===== src/rtl/nonce_scheduler.sv =====
// Nonce scheduler: streams one nonce per cycle into a fixed-latency hasher and
// matches results against a tag delay line, buffering at most one hit.
module nonce_scheduler #(
  parameter int HASH_DELAY = 72,
  parameter int NONCE_WORD = 3
) (
  input  logic               Clk,
  input  logic               Rst_I,
  input  logic               Job_Vld_I,
  output logic               Job_Rdy_O,
  input  logic [7:0][31:0]   Job_H_I,
  input  logic [15:0][31:0]  Job_Msg_I,
  input  logic [31:0]        Job_Nonce_I,
  input  logic [31:0]        Job_Cnt_I,
  input  logic [31:0]        Job_Target_I,
  input  logic               Abort_I,
  output logic               Hg_Vld_O,
  output logic [7:0][31:0]   Hg_H_O,
  output logic [15:0][31:0]  Hg_Msg_O,
  input  logic [7:0][31:0]   Hg_H_I,
  output logic               Found_Vld_O,
  output logic [31:0]        Found_Nonce_O,
  input  logic               Found_Rdy_I,
  output logic               Busy_O,
  output logic               Ovf_O
);

  typedef enum logic [1:0] {S_IDLE, S_RUN, S_DRAIN} state_t;

  state_t              r_state;
  state_t              w_state_next;
  logic [7:0][31:0]    r_h;
  logic [15:0][31:0]   r_msg;
  logic [31:0]         r_target;
  logic [31:0]         r_cur;
  logic [31:0]         r_rem;
  logic                r_dl_vld   [HASH_DELAY];
  logic [31:0]         r_dl_nonce [HASH_DELAY];
  logic                r_found_vld;
  logic [31:0]         r_found_nonce;
  logic                r_ovf;

  logic                w_accept;
  logic                w_abort;
  logic                w_issue;
  logic                w_pending;
  logic                w_hit;
  logic                w_pop;
  logic                w_unused_hash;

  assign w_accept = (r_state == S_IDLE) && Job_Vld_I;
  assign w_abort  = Abort_I && (r_state != S_IDLE);
  assign w_issue  = (r_state == S_RUN) && !Abort_I;
  assign w_pop    = r_found_vld && Found_Rdy_I;
  assign w_hit    = r_dl_vld[HASH_DELAY-1] && (Hg_H_I[0] < r_target) && !w_abort;
  assign w_unused_hash = ^Hg_H_I[7:1];

  // Tags that will still be in flight after this edge (the output stage retires now).
  always_comb begin
    w_pending = 1'b0;
    for (int i = 0; i < HASH_DELAY - 1; i++) begin
      w_pending = w_pending | r_dl_vld[i];
    end
  end

  always_comb begin
    w_state_next = r_state;
    case (r_state)
      S_IDLE: begin
        if (Job_Vld_I) w_state_next = (Job_Cnt_I == 32'd0) ? S_DRAIN : S_RUN;
      end
      S_RUN: begin
        if (Abort_I)            w_state_next = S_IDLE;
        else if (r_rem == 32'd1) w_state_next = S_DRAIN;
      end
      S_DRAIN: begin
        if (Abort_I || !w_pending) w_state_next = S_IDLE;
      end
      default: w_state_next = S_IDLE;
    endcase
  end

  always_ff @(posedge Clk) begin
    if (Rst_I) begin
      r_state  <= S_IDLE;
      r_h      <= '0;
      r_msg    <= '0;
      r_target <= '0;
      r_cur    <= '0;
      r_rem    <= '0;
    end else begin
      r_state <= w_state_next;
      if (w_accept) begin
        r_h      <= Job_H_I;
        r_msg    <= Job_Msg_I;
        r_target <= Job_Target_I;
        r_cur    <= Job_Nonce_I;
        r_rem    <= Job_Cnt_I;
      end else if (w_issue) begin
        r_cur <= r_cur + 32'd1;
        r_rem <= r_rem - 32'd1;
      end
    end
  end

  // Tag line shifts unconditionally; abort only kills the valid bits.
  always_ff @(posedge Clk) begin
    if (Rst_I) begin
      for (int i = 0; i < HASH_DELAY; i++) begin
        r_dl_vld[i]   <= 1'b0;
        r_dl_nonce[i] <= '0;
      end
    end else begin
      r_dl_vld[0]   <= w_issue && !w_abort;
      r_dl_nonce[0] <= r_cur;
      for (int i = 1; i < HASH_DELAY; i++) begin
        r_dl_vld[i]   <= w_abort ? 1'b0 : r_dl_vld[i-1];
        r_dl_nonce[i] <= r_dl_nonce[i-1];
      end
    end
  end

  always_ff @(posedge Clk) begin
    if (Rst_I) begin
      r_found_vld   <= 1'b0;
      r_found_nonce <= '0;
      r_ovf         <= 1'b0;
    end else begin
      if (w_hit) begin
        if (!r_found_vld || w_pop) begin
          r_found_vld   <= 1'b1;
          r_found_nonce <= r_dl_nonce[HASH_DELAY-1];
        end else begin
          r_ovf <= 1'b1;
        end
      end else if (w_pop) begin
        r_found_vld <= 1'b0;
      end
    end
  end

  always_comb begin
    Hg_Msg_O             = r_msg;
    Hg_Msg_O[NONCE_WORD] = r_cur;
  end

  assign Job_Rdy_O     = (r_state == S_IDLE);
  assign Busy_O        = (r_state != S_IDLE);
  assign Hg_Vld_O      = w_issue;
  assign Hg_H_O        = r_h;
  assign Found_Vld_O   = r_found_vld;
  assign Found_Nonce_O = r_found_nonce;
  assign Ovf_O         = r_ovf;

endmodule


===== config.mk =====
export PLATFORM = sky130hd
export DESIGN_NAME = nonce_scheduler
export DESIGN_NICKNAME = d
export VERILOG_FILES = /design/src/rtl/nonce_scheduler.sv
export SDC_FILE = /design/constraint.sdc
export NUM_CORES = 2
export LEC_CHECK = 0
export BUFFER_PORTS_ARGS = -buffer_cell sky130_fd_sc_hd__buf_2
export CAP_MARGIN = 20
export CORE_AREA = 5 5 759 761
export CTS_CLUSTER_SIZE = 10
export DETAILED_ROUTE_END_ITERATION = 8
export DIE_AREA = 0 0 764 766
export HOLD_SLACK_MARGIN = 0.02
export PLACE_DENSITY = 0.39
export REMOVE_ABC_BUFFERS = 1
export SETUP_SLACK_MARGIN = 0.2
export SLEW_MARGIN = 20
export SYNTH_ARGS = -nofsm -noshare
export SYNTH_HDL_FRONTEND = slang
export SYNTH_SLANG_ARGS = --single-unit

===== constraint.sdc =====
create_clock -name Clk -period 2.3 [get_ports Clk]
set_input_delay 0 -clock Clk [delete_from_list [all_inputs] [get_ports Clk]]
set_output_delay 0 -clock Clk [all_outputs]
set_load 0.01 [all_outputs]

==> results.toml <==
[timing]
maxSlewHeadroom = 0.434
hold_viol = 0
max_freq_ghz = 0.416
fin_skew_ps = 108
setup_viol = 42
setup_slack_ps = -107
fin_crit_sh = 1.05
rsz0062_at_grt = "true"
post-route-min-period_ps = 2410
finalMaxSlewViolations = 0
worst_pin_slew_ps = 849

[die]
rows = 277
core_area_sq_um = 568000
fp.dieW_um = 764
initial_core_util = 0.168
num_io_pins = 1930
dieArea_sq_um = 585000
die_h_um = 766

[global_route]
grt_pass1_wl_um = 605000
overflow = 0
grt_max_degree = 136
antenna_found_initial = 229
grt_usage = 0.150
grt_pass1_vias = 69940

[power_and_ir_drop]
peakVddDrop_mv = 0.602
p_leak_nw = 60.4
powerDensity_nw_per_um2 = 942
power.total_mw = 140

[worst_setup_path]
worstSetupPathType = "register to register"
cp_max_fo = 8
r2r_slack_ps = -110
cpPeakStageDelay_ps = 350
critical_path_required_ps = 3180
path_cells = "inv_2 > ha_4 > a211oi_2 > nor2_1 > or3_1 > a211o_1 > a21oi_4 > buf_12 > buf_12 > buf_16 > mux2i_1"
worstPathArrival_ps = 3290
critPathCaptureType = "register"
crit_top_cell = "buf_12"
critPathLaunchType = "register"
slowest_stage = "or3_1"

[synth]
synthArstFlopShare = 0
syn_inst = 9140
synth_edf_count = 0
yosysUniqueCellTypes = 53
synth_ff_type = "dfxtp_1"
yosysTopAreaCell = "dfxtp_1"
synth.area.top_cells = "dfxtp_1 (68%), nor2b_1 (15%), nand2_1 (6.3%)"
synth_top_area_share = 0.679
yosys_warnings = 0
synth.most_common_cell = "dfxtp_1"
syn_area_sq_um = 95600
avgSynthCellArea_sq_um = 10.5
ys_ff_latch = 3244
ys_top_cells_by_count = "dfxtp_1 (3,244), nor2b_1 (2,305), nand2_1 (1,600)"
yosysSeqAreaShare = 0.679

[route]
vias_per_cell = 3.58
drc = 0
wl_per_cell_um = 22.8
route.vias.total = 73443
finalWirelength_um = 469000
firstDrtPassIters = 5
first_iter_violations = 4223
ant_nets = 0

[flow_run]
cap_violations = 0

[cts]
cts_made_buffers = 390
cts_tree = "done"
clock_path_buffers = 4
root_buffer = "clkbuf_16"
h-tree-depth = 5
clock_sinks = 3244
clk_latency_ps = 990
clk_pin_slew_ps = 60

[finish]
syn_to_final_growth_pct = 55.4
layout.nets = 13932
drive_above_1_share = 0.240
seqCellArea_sq_um = 65000
fillers = 60260
post-route-util = 0.262
final_area_sq_um = 149000
multi_input_area_sq_um = 30700

[status]
violations = "negative setup slack"
outcome = "finished with violations"

[place]
portBuffers = 1673
dpl_cell_area_sq_um = 114000
place.detailed.hpwl_um = 350000
gp_congestion = 0.937

[worst_hold_path]
hold_class = "input pin to register"
metal layers:
metal | GRT usage | vias up | share of wire
met2 | 0.251 | 2379 | 0.47
met5 | 0 | - | 0.00048
met1 | 0.182 | 34300 | 0.42
met3 | 0.0534 | 820 | 0.089
li1 | - | 35908 | -
met4 | 0.0348 | 36 | 0.027
cells by family (layout without fill, tap and decap cells):
kind of cell,after synthesis,after routing,synth area share
compound gates,937,937,0.0518
xor+xnor,26,26,0.00238
fa+ha+maj,34,34,0.00445
buf+inv,604,4395,0.0238
flops,3244,3244,0.679
mux,34,34,0.00356
other cells,0,58,0
simple gates,4261,4261,0.235
critical path, delay by kind of cell, from the launching register on:
kind	cells	cell delay [ps]
multiplexers	1	170
buffers and inverters	4	480
AND/OR/NAND/NOR	2	420
AO/OA/AOI/OAI	3	720
flip-flops	1	330
adder cells (fa/ha/maj)	1	210
final cells by class:
type,instances,share of cell area
diodes,58,0.000977
clock buffers,483,0.0702
clock inverters,67,0.00834
inverters,42,0.00108
multi-input cells,5292,0.206
flip-flops and latches,3244,0.437
well taps,7533,0.0634
repair buffers,3803,0.213
worst paths after layout:
check                      from            endpoint  cells after the start
max                r_target[13]   Found_Nonce_O[22]                     11
min             Job_Target_I[6]         r_target[6]                      4
max reg2reg        r_target[13]   Found_Nonce_O[22]                     11
min reg2reg  r_dl_nonce[25][18]  r_dl_nonce[26][18]                      1
flip-flops by register name (all words and copies together) (netlist names):
signal,count
r_dl_nonce,2304
Hg_Msg_O,480
Hg_H_O,256
r_dl_vld,72
Found_Nonce_O,32
r_cur,32
r_rem,32
r_target,32
r_state,2
Found_Vld_O,1
Ovf_O,1
stage by stage:
| step | setup TNS [ps] | setup slack, ps | hold slack, ps | std cells |
|---|---|---|---|---|
| floorplan | - | -45000 | 64.6 | 8578 |
| global placement | -10010 | -308 | 239 | 18088 |
| detailed placement | -9450 | -278 | 245 | 18088 |
| CTS | -4390 | -184 | 20.0 | 20361 |
| global route | -9510 | -265 | 22.3 | 20497 |
| finish | -1740 | -107 | 97.5 | 20522 |
report_power, final:
part / internal [mW] / switching (mW) / leakage, nW
clock: 33.3 / 24.4 / 5.67
sequential: 58.2 / 1.14 / 26.3
combinational: 9.15 / 13.8 / 28.5
repair_timing:
action | CTS | global route
buffers inserted | 47 | 46
endpoints found under the setup margin | 249 | 531
endpoints found under the hold margin | 3221 | 5
gates resized for setup | 258 | 548
pin swaps | 98 | 221
hold buffers | 1655 | 5
gates cloned | 21 | 54
cell usage in the layout, fill, tap and decap left out, types with 13 or more instances in the layout:
master,count
dfxtp_1,3232
nor2b_1,2305
buf_2,1670
dlygate4sd3_1,1660
nand2_1,1395
a21oi_1,608
clkbuf_16,434
buf_4,219
a21oi_2,195
nand2_4,131
buf_12,88
nand2_2,73
nor2_1,73
and2_1,71
nand2b_1,68
clkbuf_1,61
diode_2,58
buf_6,51
inv_1,38
buf_16,38
mux2i_1,34
buf_8,33
clkbuf_8,32
a211oi_1,30
ha_1,30
nor4_1,29
nand4_1,25
o21ai_0,23
nand3_1,19
clkinv_2,19
nor3_1,17
clkinv_16,17
xnor2_1,14
bufinv_16,14
a22oi_1,13
Note: power is estimated with default switching activity, not from simulation.
